$ cat src/rtl/nn_pkg.sv
// nn_pkg: shared definitions for the time-multiplexed perceptron layer.
//   - nn_state_e        : sequencer states (IDLE, MAC, CMP, DONE)
//   - bias_ofs/th_ofs   : slot offsets of bias and threshold inside a neuron block
//   - slots_per_neuron  : size of one neuron block in the parameter store
//   - acc_w_ok          : accumulator width check (no-overflow guarantee)
package nn_pkg;

  typedef enum logic [1:0] {
    IDLE = 2'd0,
    MAC  = 2'd1,
    CMP  = 2'd2,
    DONE = 2'd3
  } nn_state_e;

  // Neuron block layout: w[0..N_INPUTS-1], bias, threshold.
  function automatic int bias_ofs(input int n_inputs);
    return n_inputs;
  endfunction

  function automatic int th_ofs(input int n_inputs);
    return n_inputs + 1;
  endfunction

  function automatic int slots_per_neuron(input int n_inputs);
    return n_inputs + 2;
  endfunction

  // N products of 2*DATA_W bits plus a DATA_W bias cannot overflow this width.
  function automatic bit acc_w_ok(input int acc_w, input int data_w, input int n_inputs);
    return acc_w >= (2 * data_w + $clog2(n_inputs + 1));
  endfunction

endpackage

$ cat src/rtl/nn_mac_unit.sv
// nn_mac_unit: signed DATA_W x DATA_W multiply into an ACC_W accumulator.
// Ports:
//   clk, reset   : clock, asynchronous active-high reset
//   load         : acc <= sext(load_val) (bias preload, has priority)
//   load_val     : signed preload value
//   acc_en       : acc <= acc + a*b
//   a, b         : signed multiplicands
//   acc          : signed accumulator
module nn_mac_unit #(
  parameter int DATA_W = 8,
  parameter int ACC_W  = 20
) (
  input  logic                     clk,
  input  logic                     reset,
  input  logic                     load,
  input  logic signed [DATA_W-1:0] load_val,
  input  logic                     acc_en,
  input  logic signed [DATA_W-1:0] a,
  input  logic signed [DATA_W-1:0] b,
  output logic signed [ACC_W-1:0]  acc
);

  logic signed [2*DATA_W-1:0] prod;

  assign prod = a * b;

  always_ff @(posedge clk or posedge reset) begin
    if (reset) begin
      acc <= '0;
    end else if (load) begin
      acc <= ACC_W'(load_val);
    end else if (acc_en) begin
      acc <= acc + ACC_W'(prod);
    end
  end

endmodule

$ cat src/rtl/nn_layer_seq.sv
// nn_layer_seq: time-multiplexed perceptron layer, one shared MAC per cycle.
// Build option: define NN_RELU_OUT_EN to report max(0, acc - threshold)
// (saturated) on out_value instead of the fire bit.
// Ports:
//   clk, reset           : clock, asynchronous active-high reset
//   cfg_valid/cfg_data   : byte-serial parameter load into the next slot
//   cfg_clear            : rewind parameter pointer (a same-cycle write goes to slot 0)
//   in_valid/in_data     : serial input sample load into the next input slot
//   start                : begin an evaluation (accepted in IDLE or DONE)
//   busy, done           : in progress / one-cycle completion pulse
//   out_valid            : results valid until the next accepted start
//   out_fire             : per-neuron step outputs
//   out_sel/out_value    : per-neuron activation readback (0 if out_sel out of range)
//   cfg_err              : sticky, a load was attempted while busy
//
// state | meaning
// IDLE  | waiting for start, loads accepted
// MAC   | accumulate in[k]*w[n][k], one product per cycle
// CMP   | compare acc with threshold[n], store fire/value, preload next bias
// DONE  | done pulse, loads and start accepted
module nn_layer_seq
  import nn_pkg::*;
#(
  parameter int N_NEURONS = 4,
  parameter int N_INPUTS  = 4,
  parameter int DATA_W    = 8,
  parameter int ACC_W     = 20,
  localparam int NW       = (N_NEURONS > 1) ? $clog2(N_NEURONS) : 1
) (
  input  logic                     clk,
  input  logic                     reset,
  input  logic                     cfg_valid,
  input  logic signed [DATA_W-1:0] cfg_data,
  input  logic                     cfg_clear,
  input  logic                     in_valid,
  input  logic signed [DATA_W-1:0] in_data,
  input  logic                     start,
  output logic                     busy,
  output logic                     done,
  output logic                     out_valid,
  output logic [N_NEURONS-1:0]     out_fire,
  input  logic [NW-1:0]            out_sel,
  output logic [DATA_W-1:0]        out_value,
  output logic                     cfg_err
);

  localparam int SPN      = slots_per_neuron(N_INPUTS);
  localparam int BIAS_OFS = bias_ofs(N_INPUTS);
  localparam int TH_OFS   = th_ofs(N_INPUTS);
  localparam int N_SLOTS  = N_NEURONS * SPN;
  localparam int SW       = $clog2(N_SLOTS);
  localparam int KW       = (N_INPUTS > 1) ? $clog2(N_INPUTS) : 1;

  if (!acc_w_ok(ACC_W, DATA_W, N_INPUTS)) begin : g_acc_w_chk
    $error("nn_layer_seq: ACC_W too small for DATA_W/N_INPUTS");
  end

  nn_state_e state, state_nxt;

  logic signed [DATA_W-1:0] prm [N_SLOTS];
  logic signed [DATA_W-1:0] inp [N_INPUTS];
  logic [SW-1:0]            cfg_ptr, cfg_slot, nbase;
  logic [SW-1:0]            w_idx, th_idx, bias_idx;
  logic [KW-1:0]            k, in_ptr;
  logic [NW-1:0]            n;
  logic [DATA_W-1:0]        val [N_NEURONS];
  logic signed [ACC_W-1:0]  acc;
  logic signed [DATA_W-1:0] th_cur;
  logic                     load_ok, start_acc, last_k, last_n;
  logic                     mac_load, mac_en, fire_now;
  logic [DATA_W-1:0]        val_now;

  assign load_ok   = (state == IDLE) || (state == DONE);
  assign start_acc = start && load_ok;
  assign last_k    = (k == KW'(N_INPUTS - 1));
  assign last_n    = (n == NW'(N_NEURONS - 1));
  assign busy      = (state == MAC) || (state == CMP);
  assign done      = (state == DONE);

  // Parameter addressing: nbase tracks the first slot of neuron n.
  assign cfg_slot = cfg_clear ? '0 : cfg_ptr;
  assign w_idx    = nbase + SW'(k);
  assign th_idx   = nbase + SW'(TH_OFS);
  // On a fresh start neuron 0's bias; from CMP the next neuron's bias.
  assign bias_idx = start_acc ? SW'(BIAS_OFS) : (nbase + SW'(SPN) + SW'(BIAS_OFS));
  assign th_cur   = prm[th_idx];
  assign fire_now = (acc >= ACC_W'(th_cur));

`ifdef NN_RELU_OUT_EN
  localparam logic signed [ACC_W:0] RELU_MAX = (ACC_W+1)'((2 ** (DATA_W - 1)) - 1);
  logic signed [ACC_W:0] diff;
  assign diff = (ACC_W+1)'(acc) - (ACC_W+1)'(th_cur);
  always_comb begin
    val_now = '0;
    if (diff > RELU_MAX) begin
      val_now = RELU_MAX[DATA_W-1:0];
    end else if (diff > 0) begin
      val_now = diff[DATA_W-1:0];
    end
  end
`else
  assign val_now = {{(DATA_W-1){1'b0}}, fire_now};
`endif

  nn_mac_unit #(
    .DATA_W (DATA_W),
    .ACC_W  (ACC_W)
  ) u_mac (
    .clk      (clk),
    .reset    (reset),
    .load     (mac_load),
    .load_val (prm[bias_idx]),
    .acc_en   (mac_en),
    .a        (inp[k]),
    .b        (prm[w_idx]),
    .acc      (acc)
  );

  always_ff @(posedge clk or posedge reset) begin
    if (reset) begin
      state <= IDLE;
    end else begin
      state <= state_nxt;
    end
  end

  always_comb begin
    state_nxt = state;
    mac_load  = 1'b0;
    mac_en    = 1'b0;
    case (state)
      IDLE: begin
        if (start) begin
          state_nxt = MAC;
          mac_load  = 1'b1;
        end
      end
      MAC: begin
        mac_en = 1'b1;
        if (last_k) state_nxt = CMP;
      end
      CMP: begin
        if (last_n) begin
          state_nxt = DONE;
        end else begin
          state_nxt = MAC;
          mac_load  = 1'b1;
        end
      end
      DONE: begin
        if (start) begin
          state_nxt = MAC;
          mac_load  = 1'b1;
        end else begin
          state_nxt = IDLE;
        end
      end
      default: state_nxt = IDLE;
    endcase
  end

  // Sequencer counters and result registers.
  always_ff @(posedge clk or posedge reset) begin
    if (reset) begin
      n         <= '0;
      k         <= '0;
      nbase     <= '0;
      out_fire  <= '0;
      out_valid <= 1'b0;
      for (int i = 0; i < N_NEURONS; i++) val[i] <= '0;
    end else begin
      if (start_acc) begin
        n         <= '0;
        k         <= '0;
        nbase     <= '0;
        out_valid <= 1'b0;
      end else if (state == MAC) begin
        k <= last_k ? '0 : k + KW'(1);
      end else if (state == CMP) begin
        out_fire[n] <= fire_now;
        val[n]      <= val_now;
        if (last_n) begin
          out_valid <= 1'b1;
        end else begin
          n     <= n + NW'(1);
          nbase <= nbase + SW'(SPN);
          k     <= '0;
        end
      end
    end
  end

  // Parameter / input stores and their pointers.
  always_ff @(posedge clk or posedge reset) begin
    if (reset) begin
      cfg_ptr <= '0;
      in_ptr  <= '0;
      cfg_err <= 1'b0;
      for (int i = 0; i < N_SLOTS; i++) prm[i] <= '0;
      for (int i = 0; i < N_INPUTS; i++) inp[i] <= '0;
    end else begin
      if (cfg_valid && load_ok) begin
        prm[cfg_slot] <= cfg_data;
        cfg_ptr       <= (cfg_slot == SW'(N_SLOTS - 1)) ? '0 : cfg_slot + SW'(1);
      end else if (cfg_clear) begin
        cfg_ptr <= '0;
      end
      if (in_valid && load_ok) begin
        inp[in_ptr] <= in_data;
        in_ptr      <= (in_ptr == KW'(N_INPUTS - 1)) ? '0 : in_ptr + KW'(1);
      end
      if ((cfg_valid || in_valid) && !load_ok) begin
        cfg_err <= 1'b1;
      end
    end
  end

  always_comb begin
    out_value = '0;
    if (int'(out_sel) < N_NEURONS) begin
      out_value = val[out_sel];
    end
  end

endmodule

$ cat config.mk
export PLATFORM = sky130hd
export DESIGN_NAME = nn_layer_seq
export DESIGN_NICKNAME = d
export VERILOG_FILES = /design/src/rtl/nn_pkg.sv /design/src/rtl/nn_mac_unit.sv /design/src/rtl/nn_layer_seq.sv
export SDC_FILE = /design/constraint.sdc
export NUM_CORES = 1
export LEC_CHECK = 0
export CAP_MARGIN = 10
export CORE_MARGIN = 2
export CORE_UTILIZATION = 40
export DETAILED_ROUTE_END_ITERATION = 10
export PLACE_DENSITY = 0.53
export RECOVER_POWER = 25
export SETUP_SLACK_MARGIN = 0.5
export SYNTH_ARGS = -nofsm -noshare
export SYNTH_HDL_FRONTEND = slang
export SYNTH_HIERARCHICAL = 1
export SYNTH_SLANG_ARGS = --single-unit
export TNS_END_PERCENT = 5
$ cat constraint.sdc
create_clock -name clk -period 11.01 [get_ports clk]
set_input_delay 1.6515 -clock clk [delete_from_list [all_inputs] [get_ports clk]]
set_output_delay 1.6515 -clock clk [all_outputs]
set_load 0.005 [all_outputs]
==> metrics.txt, run 1 <==
worst path arrival time 8.92 ns; clk sink count 267; Hold/Removal Path Class register to register; Starting Density 40.7%; pin count of the biggest net entering global routing 85; synthesis-to-finish area growth 10.4%; total global routing overflow 0; Critical Path End Type register; Critical path buffers and inverters 3; fraction of layout instances using a drive strength above 1 26.4%; number of buffers created by CTS 31; number of port buffers 32; num rows 77; Crit-path slowest cell dfrtp_1; violations in the final reports capacitance limit, slew limit; Antenna Violating Nets Remaining 0; CTS hold repair buffers 0; proportion of synthesized chip area in sequential cells 36.9%; cell type with the largest total area after synthesis dfrtp_1; area taken by flip-flops and latches 6690 um^2; final setup violation count 0; max incr delay on CP 1.75 ns; most numerous cell on the critical path fa_1; TritonCTS clock tree done; summed negative setup slack over all endpoints 0 ns; number of instances resized during post-cts repair 0; worst setup path class register to register; number of H-tree branching levels 1; WP data required 11.48 ns; number of design rule violations left after detail routing 0; final worst-path cycle share 76.8%; latest clock arrival within the worst-skew pair 0.59 ns; critical path, cell by cell buf_4, mux4_2, mux2i_1, o21ai_1, and2_1, inv_1, fa_1, inv_1, fa_1, fa_1, fa_1, fa_1, ha_1, o21ai_0, o21ai_0, a31oi_1, xor2_1, a21oi_1, o21a_1; Die W 217 um; antenna violations before repair 1; top flip-flop cell by instance count after synthesis dfrtp_1; top-level port count 40; Synth top area share 36.9%; number of inserted diodes 0; cell type group with the largest total delay on the critical path adder cells; clock slew at reported path FFs 0.06 ns; maximum achievable frequency 118 MHz; area of the multi-input gates 10,700 um^2; fill cell total of the finished layout 4,105; Die Y-Extent 217 um; clock root buffer clkbuf_16; ranking of synthesized cells by area dfrtp_1 37%, mux2_2 14%, mux4_2 11%; area enclosed by the die boundary 46,900 um^2; first-pass GRT wire length 74.5 mm; area of the core 44,400 um^2; layout net count 1,673; worst clock skew 0.0163 ns; post-synthesis register bit count 267; Worst Path Max Fanout 35; yosys warns 6; library cell with the highest instance count after synthesis dfrtp_1; final hold violation count 0; total iterations of the first detailed-routing run 4; result of the run complete, but fails checks; max-capacitance violation count 3; number of synthesized flops with an enable pin 0; post-synth cell types 59; RSZ-0062 raised after global routing false; Post-Syn Area 18,100 um^2; number of setup buffers added after CTS 0; detailed placer's ending HPWL 34.0 mm; min cycle time layout 8.45 ns; Post-synth top cells 267 x dfrtp_1, 226 x mux2_2, 120 x nand2_1; Total Routing Usage GR 20.7%; average instance area after synthesis 12.3 um^2; average detailed-routed wire length per instance 22.7 um; number of cells produced by synthesis 1,466; CTS max path bufs 3; Detailed Route Iter0 Violations 661; remaining max-slew budget at the tightest pin -157%; worst slew pin tran 3.83 ns; Final Routed Wirelength 47.5 mm; detail-routed via count per cell 5.55; via total after detailed routing 11,594; vias in the first global route 12,284; placer congestion estimate 0.823; final number of max-transition violations 173; critical path launch point type register; share of flip-flops with an asynchronous set or reset 100%
[registers in the layout, summed over array words and instances (netlist names)]
register and cells:
cfg_err 1, val 1, cfg_ptr 5, state 2, inp 32, in_ptr 2
out_valid 1, out_fire 3, prm 192, n 2, nbase 4, k 2
u_mac/acc 20
[layout by cell type (no fill, tap or decap), types with 7 or more instances in the layout]
master | netlist | final
xnor2_1 | 18 | 18
a21oi_1 | 44 | 44
o22ai_1 | 13 | 13
a21o_1 | 7 | 7
clkbuf_16 | 0 | 31
mux2_2 | 226 | 226
nand2_1 | 120 | 120
nor2_1 | 31 | 30
clkbuf_1 | 34 | 10
o21ai_1 | 10 | 10
mux2_1 | 14 | 14
inv_1 | 112 | 111
mux2i_1 | 60 | 60
fa_1 | 88 | 88
o21ai_0 | 54 | 54
clkdlybuf4s50_1 | 0 | 28
ha_1 | 87 | 86
nor3_1 | 7 | 7
buf_4 | 12 | 11
mux4_2 | 87 | 87
dfrtp_1 | 267 | 266
clkbuf_8 | 0 | 7
conb_1 | 1 | 7
nand2b_1 | 15 | 15
o221ai_1 | 7 | 7
xor2_1 | 12 | 11
and2_1 | 37 | 36
[metrics by stage]
| stage | instance area (um^2) | hold slack [ns] | util, % | cells | setup WS [ns] |
|---|---|---|---|---|---|
| floorplan | 18100 | 0.459 | - | 1472 | 2.57 |
| global placement | 18900 | 0.451 | 42.6 | 2033 | 2.80 |
| detailed placement | 18900 | 0.457 | 42.6 | 2033 | 2.79 |
| CTS | 20000 | 0.473 | 45.0 | 2090 | 2.73 |
| global route | 20000 | 0.500 | 45.0 | 2090 | 1.79 |
| finish | 20000 | 0.465 | 45.0 | 2090 | 2.56 |
[final timing paths]
| check | cells past startpoint | slack (ns) | to | from |
|---|---|---|---|---|
| max | 19 | 2.56 | u_mac/acc[12]$_DFFE_PP0P_ | k[0]$_DFFE_PP0P_ |
| max reg2reg | 19 | 2.56 | u_mac/acc[12]$_DFFE_PP0P_ | k[0]$_DFFE_PP0P_ |
| min | 1 | 0.47 | cfg_err$_DFFE_PP0P_ | cfg_err$_DFFE_PP0P_ |
| min in group asynchronous | 2 | 1.74 | u_mac/acc[19]$_DFFE_PP0P_ | reset |
| max in group asynchronous | 4 | 4.17 | inp[25]$_DFFE_PP0P_ | reset |
| min reg2reg | 1 | 0.47 | cfg_err$_DFFE_PP0P_ | cfg_err$_DFFE_PP0P_ |
[cell type report]
class | instances | share of cell area [%]
clock inverter | 10 | 0.702
clock buffer | 47 | 4.54
tap | 592 | 3.71
sequential | 267 | 33.5
inverter | 114 | 2.15
multi-input combinational | 1016 | 53.4
timing repair buffer | 44 | 2.04
[kinds of logic (layout without fill, tap and decap cells)]
| kind of cell | after synthesis | count (layout) | synth area share [%] |
|---|---|---|---|
| buf+inv | 189 | 215 | 4.34 |
| xor+xnor | 31 | 31 | 1.60 |
| other cells | 1 | 7 | 0.0207 |
| mux | 388 | 388 | 29.2 |
| compound gates | 176 | 176 | 5.94 |
| fa+ha+maj | 175 | 175 | 15.8 |
| flops | 267 | 267 | 36.9 |
| simple gates | 239 | 239 | 6.24 |
[per-layer routing]
layer	part of all wire [%]	wire [um]	GRT usage, %	up-vias
met5	0.027	13	0	-
met2	49	23300	34.8	227
li1	-	-	-	5214
met3	4.0	1920	3.12	54
met1	45	21500	28.5	6097
met4	1.8	841	4.06	2
Power of run 1 is not shown: default switching activity piles up to over one toggle a cycle in this logic, so the estimate is an artifact.
==> run 2: changes to the inputs <==
==> constraint.sdc (replaced) <==
create_clock -name clk -period 8.75 [get_ports clk]
set_input_delay 1.3125 -clock clk [delete_from_list [all_inputs] [get_ports clk]]
set_output_delay 1.3125 -clock clk [all_outputs]
set_load 0.005 [all_outputs]
==> run 2 against run 1 <==
- the run still ends with capacitance limit, slew limit left
- core utilization is 0.12 points higher
- critical path depth is 1 higher
- sequential share of layout area is 0.069 points lower
- final cell count hardly changed
- flip-flop and latch count stayed put
- worst hold slack better by 0.0055 ns
- fmax is 13% higher
- critical endpoint unchanged
==> metrics.txt, run 2 (synthesis results as in run 1) <==
clock root buffer clkbuf_16 (unchanged); number of instances resized during post-cts repair 0 (unchanged); Critical Path End Type register (unchanged); number of setup buffers added after CTS 0 (unchanged); WP data required 9.16 ns (was 11.48 ns); Final Routed Wirelength 46.4 mm (was 47.5 mm); Die Y-Extent 217 um (unchanged); antenna violations before repair 0 (was 1); fill cell total of the finished layout 4,041 (was 4,105); total iterations of the first detailed-routing run 4 (unchanged); final hold violation count 0 (unchanged); synthesis-to-finish area growth 10.7% (was 10.4%); worst slew pin tran 4.15 ns (was 3.83 ns); final worst-path cycle share 85.6% (was 76.8%); clk sink count 267 (unchanged); number of buffers created by CTS 34 (was 31); number of port buffers 32 (unchanged); average detailed-routed wire length per instance 22.2 um (was 22.7 um); result of the run complete, but fails checks (unchanged); detail-routed via count per cell 5.52 (was 5.55); layout net count 1,677 (was 1,673); fraction of layout instances using a drive strength above 1 26.5% (was 26.4%); # placed instances 2,034 (was 2,033); number of design rule violations left after detail routing 0 (unchanged); max reg flops 192 (unchanged); final setup violation count 0 (unchanged); CTS hold repair buffers 0 (unchanged); detailed placer's ending HPWL 33.4 mm (was 34.0 mm); top register by number of flip-flops prm (unchanged); Die W 217 um (unchanged); CTS max path bufs 3 (unchanged); registers with the highest flip-flop counts prm (192), inp (32), u_mac/acc (20) (unchanged); max-capacitance violation count 1 (was 3); top library cells by usage in the layout, fill and taps aside 265 x dfrtp_1, 226 x mux2_2, 120 x nand2_1 (was 266 x dfrtp_1, 226 x mux2_2, 120 x nand2_1); cell depth of the worst min-delay path 1 (unchanged); number of H-tree branching levels 2 (was 1); violations in the final reports capacitance limit, slew limit (unchanged); reg-to-reg endpoint u_mac/acc[12]$_DFFE_PP0P_ (unchanged); area of the core 44,400 um^2 (unchanged); end point of the worst hold path cfg_err$_DFFE_PP0P_ (unchanged); most frequent standard cell in the layout excluding fill and tap cells dfrtp_1 (unchanged); pin count of the biggest net entering global routing 156 (was 85); area enclosed by the die boundary 46,900 um^2 (unchanged); Worst Path Max Fanout 30 (was 35); FF-to-FF path depth 20 (was 19); latest clock arrival within the worst-skew pair 0.54 ns (was 0.59 ns); R2R Setup Slk 1.26 ns (was 2.56 ns); summed negative setup slack over all endpoints 0 ns (unchanged); Antenna Violating Nets Remaining 0 (unchanged); first-pass GRT wire length 74.3 mm (was 74.5 mm); top-level port count 40 (unchanged); worst setup path class register to register (unchanged); number of inserted diodes 0 (unchanged); TritonCTS clock tree done (unchanged); critical path launch point type register (unchanged); placer congestion estimate 0.809 (was 0.823); total global routing overflow 0 (unchanged); Detailed Route Iter0 Violations 716 (was 661); Starting Density 40.7% (unchanged); critical register-to-register path startpoint nbase[1]$_DFFE_PP0P_ (was k[0]$_DFFE_PP0P_); RSZ-0062 raised after global routing false (unchanged); min cycle time layout 7.49 ns (was 8.45 ns); via total after detailed routing 11,539 (was 11,594); vias in the first global route 12,403 (was 12,284); Hold/Removal Path Class register to register (unchanged); cell area after layout 20,000 um^2 (about the same); num rows 77 (unchanged); clock slew at reported path FFs 0.06 ns (about the same); maximum achievable frequency 134 MHz (was 118 MHz); final number of max-transition violations 93 (was 173); worst path arrival time 7.90 ns (was 8.92 ns); remaining max-slew budget at the tightest pin -178% (was -157%); worst clock skew 0.0197 ns (was 0.0163 ns); final cell count without fillers 2,092 (was 2,090); Total Routing Usage GR 20.5% (was 20.7%); source of the worst hold timing path cfg_err$_DFFE_PP0P_ (unchanged); post-place instance area 19,000 um^2 (was 18,900 um^2)
-- run 2: cell types whose count changed in the layout (fill, tap and decap cells not counted), sizes merged --
cell	previous run	this run
buf	11	13
bufinv	3	1
clkbuf	48	52
clkinv	8	6
-- run 2: worst max path at each step --
stage	from	end	slack, ns	depth (start not counted)
finish	nbase[1]$_DFFE_PP0P_	u_mac/acc[12]$_DFFE_PP0P_	1.26	20
global route	nbase[1]$_DFFE_PP0P_	u_mac/acc[14]$_DFFE_PP0P_	0.65	20
CTS	nbase[1]$_DFFE_PP0P_	u_mac/acc[12]$_DFFE_PP0P_	1.18	20
detailed placement	nbase[1]$_DFFE_PP0P_	u_mac/acc[12]$_DFFE_PP0P_	1.23	20
global placement	nbase[1]$_DFFE_PP0P_	u_mac/acc[12]$_DFFE_PP0P_	1.29	20
floorplan	reset	cfg_err$_DFFE_PP0P_	0.65	1
-- run 2: worst max-delay path: stages (launching register included) --
cell and delay (ns):
dfrtp_4 0.48, ha_2 0.70, buf_12 0.31, mux4_2 0.22, mux2i_1 0.07, o21ai_1 0.58
and2_1 0.78, inv_1 0.13, fa_1 0.52, inv_1 0.06, fa_1 0.49, fa_1 0.58
fa_1 0.43, fa_1 0.45, ha_1 0.27, a211oi_1 0.28, o21ai_0 0.15, a31oi_1 0.37
xor2_1 0.18, a21oi_1 0.08, o21a_1 0.21
-- run 2: stage by stage --
step	hold slack, ns	util (%)	setup WS [ns]
after floorplan	0.459	-	0.651
after global placement	0.452	42.7	1.29
final	0.471	45.1	1.26
after global routing	0.505	45.1	0.651
after CTS	0.479	45.1	1.18
after detailed placement	0.464	42.7	1.23
-- run 2: layout make-up --
| type | count | area [um^2] | area share (%) |
|---|---|---|---|
| Inverter | 114 | 429 | 2.14 |
| Clock inverter | 6 | 58.8 | 0.294 |
| Tap cell | 592 | 741 | 3.70 |
| Timing Repair Buffer | 45 | 443 | 2.21 |
| Sequential cell | 267 | 6690 | 33.4 |
| Clock buffer | 52 | 1000 | 4.99 |
| Multi-Input combinational cell | 1016 | 10700 | 53.3 |
-- run 2: layer usage --
metal	share of wire, %	track usage [%]
met5	0	0
met1	46	28.5
met3	3.2	2.43
met4	2.5	6.58
met2	48	33.5
Power of run 2 is left out for the same reason.
